--- config.mk ---
export PLATFORM = sky130hd
export DESIGN_NAME = pipe_ctrl
export DESIGN_NICKNAME = d
export VERILOG_FILES = /design/src/rtl/pipe_ctrl_pkg.sv /design/src/rtl/pipe_ctrl_hazard_detect.sv /design/src/rtl/pipe_ctrl.sv
export SDC_FILE = /design/constraint.sdc
export NUM_CORES = 1
export LEC_CHECK = 0
export ABC_AREA = 1
export CAP_MARGIN = 20
export CORE_MARGIN = 4
export CORE_UTILIZATION = 50
export DETAILED_ROUTE_END_ITERATION = 10
export PLACE_DENSITY = 0.84
export SETUP_SLACK_MARGIN = 0.5
export SLEW_MARGIN = 10
export SYNTH_ARGS = -nofsm -noshare
export SYNTH_HDL_FRONTEND = slang
export SYNTH_HIERARCHICAL = 1
export SYNTH_SLANG_ARGS = --single-unit
--- constraint.sdc ---
create_clock -name clk -period 2.75 [get_ports clk]
set_input_delay 0.275 -clock clk [delete_from_list [all_inputs] [get_ports clk]]
set_output_delay 0.275 -clock clk [all_outputs]
set_load 0.01 [all_outputs]
--- src/rtl/pipe_ctrl_pkg.sv ---
// Shared stage indices, opcode classes, FSM encoding and hazard patterns for the pipeline sequencer.
package pipe_ctrl_pkg;

    localparam int NUM_STG = 5;
    localparam int STG_PC   = 0;
    localparam int STG_IFID = 1;
    localparam int STG_IDEX = 2;
    localparam int STG_EXMEM = 3;
    localparam int STG_MEMWB = 4;

    // opcode[6:2] classes
    localparam logic [4:0] OP_LUI   = 5'b01101;
    localparam logic [4:0] OP_AUIPC = 5'b00101;
    localparam logic [4:0] OP_JAL   = 5'b11011;
    localparam logic [4:0] OP_R     = 5'b01100;
    localparam logic [4:0] OP_S     = 5'b01000;
    localparam logic [4:0] OP_B     = 5'b11000;

    typedef enum logic {
        PC_RUN  = 1'b0,
        PC_PEND = 1'b1
    } pc_state_e;

    localparam logic [NUM_STG-1:0] STALL_MEM = 5'b11111;
    localparam logic [NUM_STG-1:0] STALL_EX  = 5'b00111;
    localparam logic [NUM_STG-1:0] FLUSH_EX  = 5'b01000;
    localparam logic [NUM_STG-1:0] STALL_LU  = 5'b00011;
    localparam logic [NUM_STG-1:0] FLUSH_LU  = 5'b00100;

    function automatic logic uses_rs1(input logic [4:0] op5);
        return !(op5 == OP_LUI || op5 == OP_AUIPC || op5 == OP_JAL);
    endfunction

    function automatic logic uses_rs2(input logic [4:0] op5);
        return (op5 == OP_R || op5 == OP_S || op5 == OP_B);
    endfunction

endpackage

--- src/rtl/pipe_ctrl_hazard_detect.sv ---
// Load-use hazard detect: ID operand-use decode compared against the load destination in EX.
module pipe_ctrl_hazard_detect
    import pipe_ctrl_pkg::*;
(
    input  logic [4:0] id_op5_i,
    input  logic [4:0] id_rs1_addr_i,
    input  logic [4:0] id_rs2_addr_i,
    input  logic       ex_rmem_en_i,
    input  logic [4:0] ex_wreg_addr_i,
    output logic       load_use_o
);

    logic use1, use2;

    assign use1 = uses_rs1(id_op5_i);
    assign use2 = uses_rs2(id_op5_i);

    // x0 is hardwired zero, so a load targeting it never creates a dependency
    assign load_use_o = ex_rmem_en_i && (ex_wreg_addr_i != 5'd0) &&
                        ((use1 && id_rs1_addr_i == ex_wreg_addr_i) ||
                         (use2 && id_rs2_addr_i == ex_wreg_addr_i));

endmodule

--- src/rtl/pipe_ctrl.sv ---
// Pipeline sequencer: stall/flush priority mux, branch redirect FSM and saturating stall counter.
module pipe_ctrl
    import pipe_ctrl_pkg::*;
#(
    parameter int INST_ADDR_W = 32,
    parameter int CNT_W       = 32
) (
    input  logic                   clk,
    input  logic                   rst_n,
    input  logic [6:0]             id_opcode_i,
    input  logic [4:0]             id_rs1_addr_i,
    input  logic [4:0]             id_rs2_addr_i,
    input  logic                   id_redirect_i,
    input  logic [INST_ADDR_W-1:0] id_target_i,
    input  logic                   ex_rmem_en_i,
    input  logic [4:0]             ex_wreg_addr_i,
    input  logic                   ex_busy_i,
    input  logic                   mem_busy_i,
    input  logic                   if_ready_i,
    output logic                   redirect_o,
    output logic [INST_ADDR_W-1:0] redirect_pc_o,
    output logic [NUM_STG-1:0]     stall_o,
    output logic [NUM_STG-1:0]     flush_o,
    output logic [CNT_W-1:0]       stall_cnt_o
);

    pc_state_e              state;
    logic [INST_ADDR_W-1:0] pend_tgt;
    logic                   load_use;
    logic                   busy;

    pipe_ctrl_hazard_detect u_hazard (
        .id_op5_i       (id_opcode_i[6:2]),
        .id_rs1_addr_i  (id_rs1_addr_i),
        .id_rs2_addr_i  (id_rs2_addr_i),
        .ex_rmem_en_i   (ex_rmem_en_i),
        .ex_wreg_addr_i (ex_wreg_addr_i),
        .load_use_o     (load_use)
    );

    logic [1:0] unused_op;
    assign unused_op = id_opcode_i[1:0];

    always_comb begin
        stall_o       = '0;
        flush_o       = '0;
        redirect_o    = 1'b0;
        redirect_pc_o = '0;
        busy          = 1'b1;
        if (mem_busy_i) begin
            stall_o = STALL_MEM;
        end else if (ex_busy_i) begin
            stall_o = STALL_EX;
            flush_o = FLUSH_EX;
        end else if (load_use) begin
            stall_o = STALL_LU;
            flush_o = FLUSH_LU;
        end else begin
            busy = 1'b0;
        end

        // A pending redirect keeps squashing IF/ID and holds PC until fetch takes it
        if (state == PC_PEND) begin
            redirect_o        = 1'b1;
            redirect_pc_o     = pend_tgt;
            flush_o[STG_IFID] = 1'b1;
            if (busy || !if_ready_i)
                stall_o[STG_PC] = 1'b1;
        end else if (!busy && id_redirect_i) begin
            redirect_o        = 1'b1;
            redirect_pc_o     = id_target_i;
            flush_o[STG_IFID] = 1'b1;
            stall_o[STG_PC]   = !if_ready_i;
        end
    end

    always_ff @(posedge clk or negedge rst_n) begin
        if (!rst_n) begin
            state       <= PC_RUN;
            pend_tgt    <= '0;
            stall_cnt_o <= '0;
        end else begin
            case (state)
                PC_RUN: begin
                    if (!busy && id_redirect_i && !if_ready_i) begin
                        state    <= PC_PEND;
                        pend_tgt <= id_target_i;
                    end
                end
                PC_PEND: begin
                    if (!busy && if_ready_i)
                        state <= PC_RUN;
                end
                default: state <= PC_RUN;
            endcase
            if (stall_o[STG_PC] && (stall_cnt_o != {CNT_W{1'b1}}))
                stall_cnt_o <= stall_cnt_o + 1'b1;
        end
    end

endmodule

==> run metrics, run 1 <==
post-synthesis instance area=between 4000 and 5000 sq um; DRC errors left=0; core region area=slightly below 8000 sq um; worst endpoint data arrival time=~1900 ps; chip height=98.5 um; Synth top area share=~40%; setup TNS=0 ps; Hold Vio Cnt, Final=0; placed cell areas=5490 sq um; status=finished clean; most common cell after layout, fill and taps aside=nand2_1; min cycle time layout=2220 ps; antenna violations before repair=0; synth top area cells=dfrtp_1 (40%), nand2_1 (26%), o21ai_0 (8.3%); vias in the first global route=roughly 4400; crit path from=mem_busy_i; All-Layer GR Usage=between 20% and 30%; via count=between 4000 and 5000; DR pass1 iterations=5; WL per Instance=approximately 14 um; number of nets in the layout=between 800 and 900; Vias/cell=5.04; synthesized area per cell=~6.5 sq um; Setup Crit Path Kind=input port to primary output; clk_lat worst skew=350 ps; Yosys reg bits=65; setup ws final=between 500 and 600 ps; worst r2r src=stall_cnt_o[0]; period utilisation layout=80.7%; CTS clk-pin slew, worst paths=roughly 70 ps; Final Max Slew Viols=0; # port buffers=around 130; f_max=450 MHz; pre-CTS setup slack=-121 ps; highest-delay cell along the critical path=clkdlybuf4s50_1; first-pass GRT wire length=20200 um; hold slack=a little under 300 ps; Seq/Total Area, Yosys=39.8%; delay-heaviest family, CP=buffers and inverters; Final Skew=between 9 and 10 ps; count of unique library cells instantiated by Yosys=25; CTS Buffer Depth=2; clk sinks=between 60 and 70; H-tree depth=3; worst vdd ir=approximately 350 uV; area leader, netlist=dfrtp_1; largest stage delay on the critical path=470 ps; Max Fanout on Critical Path=8; ant diodes=0; Worst Setup Start Kind=input port; Layout area overhead=37.8%; Hold Path Class=input port to asynchronous set/reset pin; most frequent cells in the layout=nand2_1 (277), clkdlybuf4s50_1 (73), inv_1 (72); # setup viols final=0; P_leak=2.82 nW; cell area power density=532 nW/um^2; post-route ant nets=0; largest net degree at the start of global routing=between 60 and 70; Rows=32; Power, Total=about 3 mW; gr ovfl total=0; final wirelength=between 10000 and 15000 um; cells along the critical path=clkdlybuf4s50_1, nor2_2, nand3_4, nor2_4, clkinv_4, buf_12, buf_16, o21ai_0, buf_2; CTS buffer count=9; Ys Warns=6; max_cap viols=0; Root Buffer=clkbuf_8; CTS tree=built; GPL Wtd Cong=approximately 0.94; CP endpoint kind=primary output; initial DRC count=211; unrepaired setup endpoints after global routing=true; Ports=around 140; worst path buffer plus inverter count=5; share of layout cells above drive strength 1=between 10% and 20%; DP Wirelength=8840 um; cells after synthesis=roughly 630; DIE WIDTH=between 90 and 100 um; initial cell density of the core=52.1%; CP required=roughly 2500 ps; die area=~9700 sq um; design area=5640 sq um
==> final cells by class <==
class                   count  area [sq um]
clock buffers               9           124
clock inverters             7          71.3
fillers                   683          2210
inverters                  79           304
multi-input cells         468          2100
flip-flops and latches     65          1630
well taps                 102           128
repair buffers            143          1290
==> per-stage QoR <==
stage / instances / utilization, %
after floorplan: 635 / -
after global placement: 852 / 69.9
after detailed placement: 852 / 69.9
after CTS: 873 / 71.6
after global routing: 873 / 71.8
final: 873 / 71.8
==> report_power, final <==
group	total, mW	internal [mW]	switching [mW]	leakage, nW
logic	0.866	0.411	0.455	1.88
clock network	0.829	0.417	0.413	0.0912
registers	1.31	1.14	0.168	0.855
total	3.00	1.97	1.04	2.82
==> kinds of logic after synthesis <==
logic type | Yosys count | share of synthesized area, %
buffers and inverters | 102 | 10.5
AO/OA/AOI/OAI | 74 | 9.24
AND/OR/NAND/NOR | 376 | 36.9
flip-flops | 65 | 39.8
other | 1 | 0.0917
adder cells (fa/ha/maj) | 1 | 0.306
XOR/XNOR | 15 | 3.21
==> worst paths after layout <==
path | end | slack, ps | cells past startpoint
setup / recovery | redirect_pc_o[25] | 530 | 9
hold / removal | stall_cnt_o[3] | 290 | 2
setup reg to reg | stall_cnt_o[16] | 800 | 10
hold reg to reg | pend_tgt[7] | 490 | 2
max in group asynchronous | pend_tgt[1] | 1910 | 3
min in group clk | pend_tgt[7] | 490 | 2
==> routing by layer <==
metal | part of all wire [%] | track usage [%]
met3 | 7.7 | 7.15
met5 | 0 | 0
met4 | 3.0 | 10.7
met1 | 40 | 29.6
met2 | 49 | 43.6
==> worst register-to-register path: stages (launching register included) <==
cell and delay [ps]:
dfrtp_1 430, ha_1 270, inv_1 110, nor2_4 160
nand2_2 110, nor2_4 170, nand2_4 100, nand2_8 170
buf_4 230, nand2_1 70, nand2_1 70
==> cell usage after synthesis <==
| library cell | instances |
|---|---|
| inv_1 | 75 |
| xor2_1 | 9 |
| nand3_1 | 24 |
| clkbuf_1 | 13 |
| nand4_1 | 3 |
| nor2_4 | 2 |
| nand2_8 | 1 |
| ha_1 | 1 |
| o21ai_1 | 3 |
| nand3b_1 | 1 |
| nand2_4 | 1 |
| nand2_1 | 280 |
| inv_4 | 1 |
| a21oi_2 | 2 |
| nor2_1 | 57 |
| buf_6 | 2 |
| o21ai_0 | 68 |
| a21oi_1 | 1 |
| buf_4 | 8 |
| xnor2_1 | 6 |
| nand2_2 | 4 |
| inv_2 | 3 |
| conb_1 | 1 |
| nor2_2 | 3 |
| dfrtp_1 | 65 |
==> sequential cells by signal, indices dropped and copies added (netlist names) <==
signal and cells:
state 1, pend_tgt 32, stall_cnt_o 32
==> what timing repair did <==
| item | 4_1_cts | 5_1_grt |
|---|---|---|
| gates resized for setup | 189 | 29 |
| pin swaps | 13 | 8 |
| gates cloned | 2 | 0 |
| endpoints found under the setup margin | 37 | 46 |
| setup buffers | 2 | 0 |
| hold buffers | 1 | 0 |
| endpoints found under the hold margin | 5 | 0 |
(Power assumes the default switching activity.)
==> run 2, diff against run 1 <==
--- a/config.mk
+++ b/config.mk
@@ -8,9 +8,9 @@
 export ABC_AREA = 1
 export CAP_MARGIN = 20
 export CORE_MARGIN = 4
-export CORE_UTILIZATION = 50
+export CORE_UTILIZATION = 47
 export DETAILED_ROUTE_END_ITERATION = 10
-export PLACE_DENSITY = 0.84
+export PLACE_DENSITY = 0.8
 export SETUP_SLACK_MARGIN = 0.5
 export SLEW_MARGIN = 10
 export SYNTH_ARGS = -nofsm -noshare
==> constraint.sdc (replaced) <==
create_clock -name clk -period 2.1 [get_ports clk]
set_input_delay 0.21 -clock clk [delete_from_list [all_inputs] [get_ports clk]]
set_output_delay 0.21 -clock clk [all_outputs]
set_load 0.01 [all_outputs]
==> run metrics, run 2 (synthesis results as in run 1) <==
status=finished clean; worst endpoint data arrival time=roughly 1700 ps; vias in the first global route=around 4200; Layout area overhead=58.5%; P_leak=approximately 3.2 nW; GPL Wtd Cong=between 0.9 and 1; final non-filler cell total=~900; Hold Vio Cnt, Final=0; worst-margin pin slew=569 ps; period utilisation layout=89.8%; ant diodes=0; top flop regs=pend_tgt x32, stall_cnt_o x32, state x1; CTS tree=built; clk sinks=between 60 and 70; unrepaired setup endpoints after global routing=true; CP endpoint kind=primary output; post-route ant nets=0; CTS buffer count=9; gr ovfl total=0; # port buffers=about 130; met2 usage=a little over two fifths; max_cap viols=0; Final Max Slew Viols=0; final wirelength=approximately 15000 um; FF-to-FF End=stall_cnt_o[5]; worst vdd ir=583 uV; Vias/cell=between 5 and 6; DRC errors left=0; Worst Setup Start Kind=register; All-Layer GR Usage=about a quarter; CTS clk-pin slew, worst paths=around 90 ps; register-to-register setup slack=340 ps; Power, Total=roughly 4.4 mW; busiest metal layer after global routing=met2; FF-to-FF path depth=9; Rows=33; # setup viols final=0; chip height=slightly above 100 um; Final Skew=~11 ps; most frequent cells in the layout=nand2_1 (236), clkdlybuf4s50_1 (68), inv_1 (67); GR Layer Usage met1=29.3%; die area=slightly above 10000 sq um; CP required=1890 ps; # placed instances=roughly 860; largest net degree at the start of global routing=65; Ports=136; crit path capture=redirect_pc_o[13]; footprint of the multi-input gates=about 2500 sq um; met3 GRT Util=about 6.2%; worst relative slew slack=just over 60%; DIE WIDTH=between 100 and 150 um; core region area=approximately 8300 sq um; min cycle time layout=between 1500 and 2000 ps; DR pass1 iterations=7; hold slack=366 ps; via count=4800; antenna violations before repair=0; first-pass GRT wire length=approximately 20000 um; setup ws final=around 210 ps; Setup Crit Path Kind=register to primary output; Max Fanout on Critical Path=5; initial DRC count=342; Root Buffer=clkbuf_8; Hold Path Class=input port to asynchronous set/reset pin; worst r2r src=stall_cnt_o[13]; initial cell density of the core=roughly 49%; placed cell areas=5550 sq um; register area=1660 sq um; cell area power density=680 nW/um^2; most common cell after layout, fill and taps aside=nand2_1; Fillers=572; DP Wirelength=between 8000 and 9000 um; CTS Buffer Depth=2; f_max=about 530 MHz; H-tree depth=3; crit path from=state; number of nets in the layout=between 800 and 900; clk_lat worst skew=around 360 ps; design area=6480 sq um; share of layout cells above drive strength 1=a little under a third; pre-CTS setup slack=-645 ps; WL per Instance=approximately 17 um
## run 2: cell count changes in the layout (fill, tap and decap cells not counted), sizes merged
cell / before / now
clkdlybuf4s50: 73 / 68
clkbuf: 15 / 17
clkinvlp: 3 / 1
clkinv: 4 / 3
clkdlybuf4s15: 4 / 0
buf: 44 / 81
inv: 78 / 81
dlygate4sd2: 13 / 3
## run 2: cell type report
class | instances | share of cell area (%)
Clock buffer | 9 | 1.91
Clock inverter | 7 | 1.20
Inverter | 79 | 4.92
Multi-Input combinational cell | 468 | 38.5
Sequential cell | 65 | 25.6
Tap cell | 105 | 2.03
Timing Repair Buffer | 163 | 25.8
## run 2: report_power, final
part	leakage [nW]	internal, mW	switching, mW
clock	0.100	0.558	0.566
combinational	2.32	0.744	0.792
sequential	0.810	1.50	0.245
## run 2: what timing repair did
| action | CTS | global route |
|---|---|---|
| buffers inserted | 5 | 7 |
| setup endpoints to repair | 114 | 85 |
| hold buffers | 1 | 0 |
| gates cloned | 3 | 6 |
| hold endpoints to repair | 20 | 0 |
| gates resized for setup | 325 | 155 |
| pin swaps | 23 | 50 |
## run 2: worst min path at each step
stage          start           end  slack (ps)  cells after the start
2_1_floorplan  rst_n   pend_tgt[0]         -90                      0
3_3_place_gp   rst_n   pend_tgt[7]         220                      1
3_5_place_dp   rst_n   pend_tgt[8]         220                      1
4_1_cts        rst_n  pend_tgt[25]         390                      2
5_1_grt        rst_n  pend_tgt[26]         420                      2
6_report       rst_n  pend_tgt[26]         370                      2
## run 2: routing by layer
metal / up-vias / share of wire (%)
met5: - / 0
met4: 0 / 4.1
met3: 68 / 9.0
met2: 275 / 50
met1: 2221 / 36
li1: 2236 / -
## run 2: critical path, stage by stage (launching register included)
cell and delay [ps]:
dfrtp_2 480, nor2_4 170, inv_4 60, buf_8 140, buf_16 140, o21ai_4 180
buf_6 130
## run 2: through the flow
stage	setup TNS (ps)	utilization [%]
2_1_floorplan	0	-
3_3_place_gp	-22160	66.5
3_5_place_dp	-25460	66.5
4_1_cts	0	69.6
5_1_grt	0	77.7
6_report	0	77.7
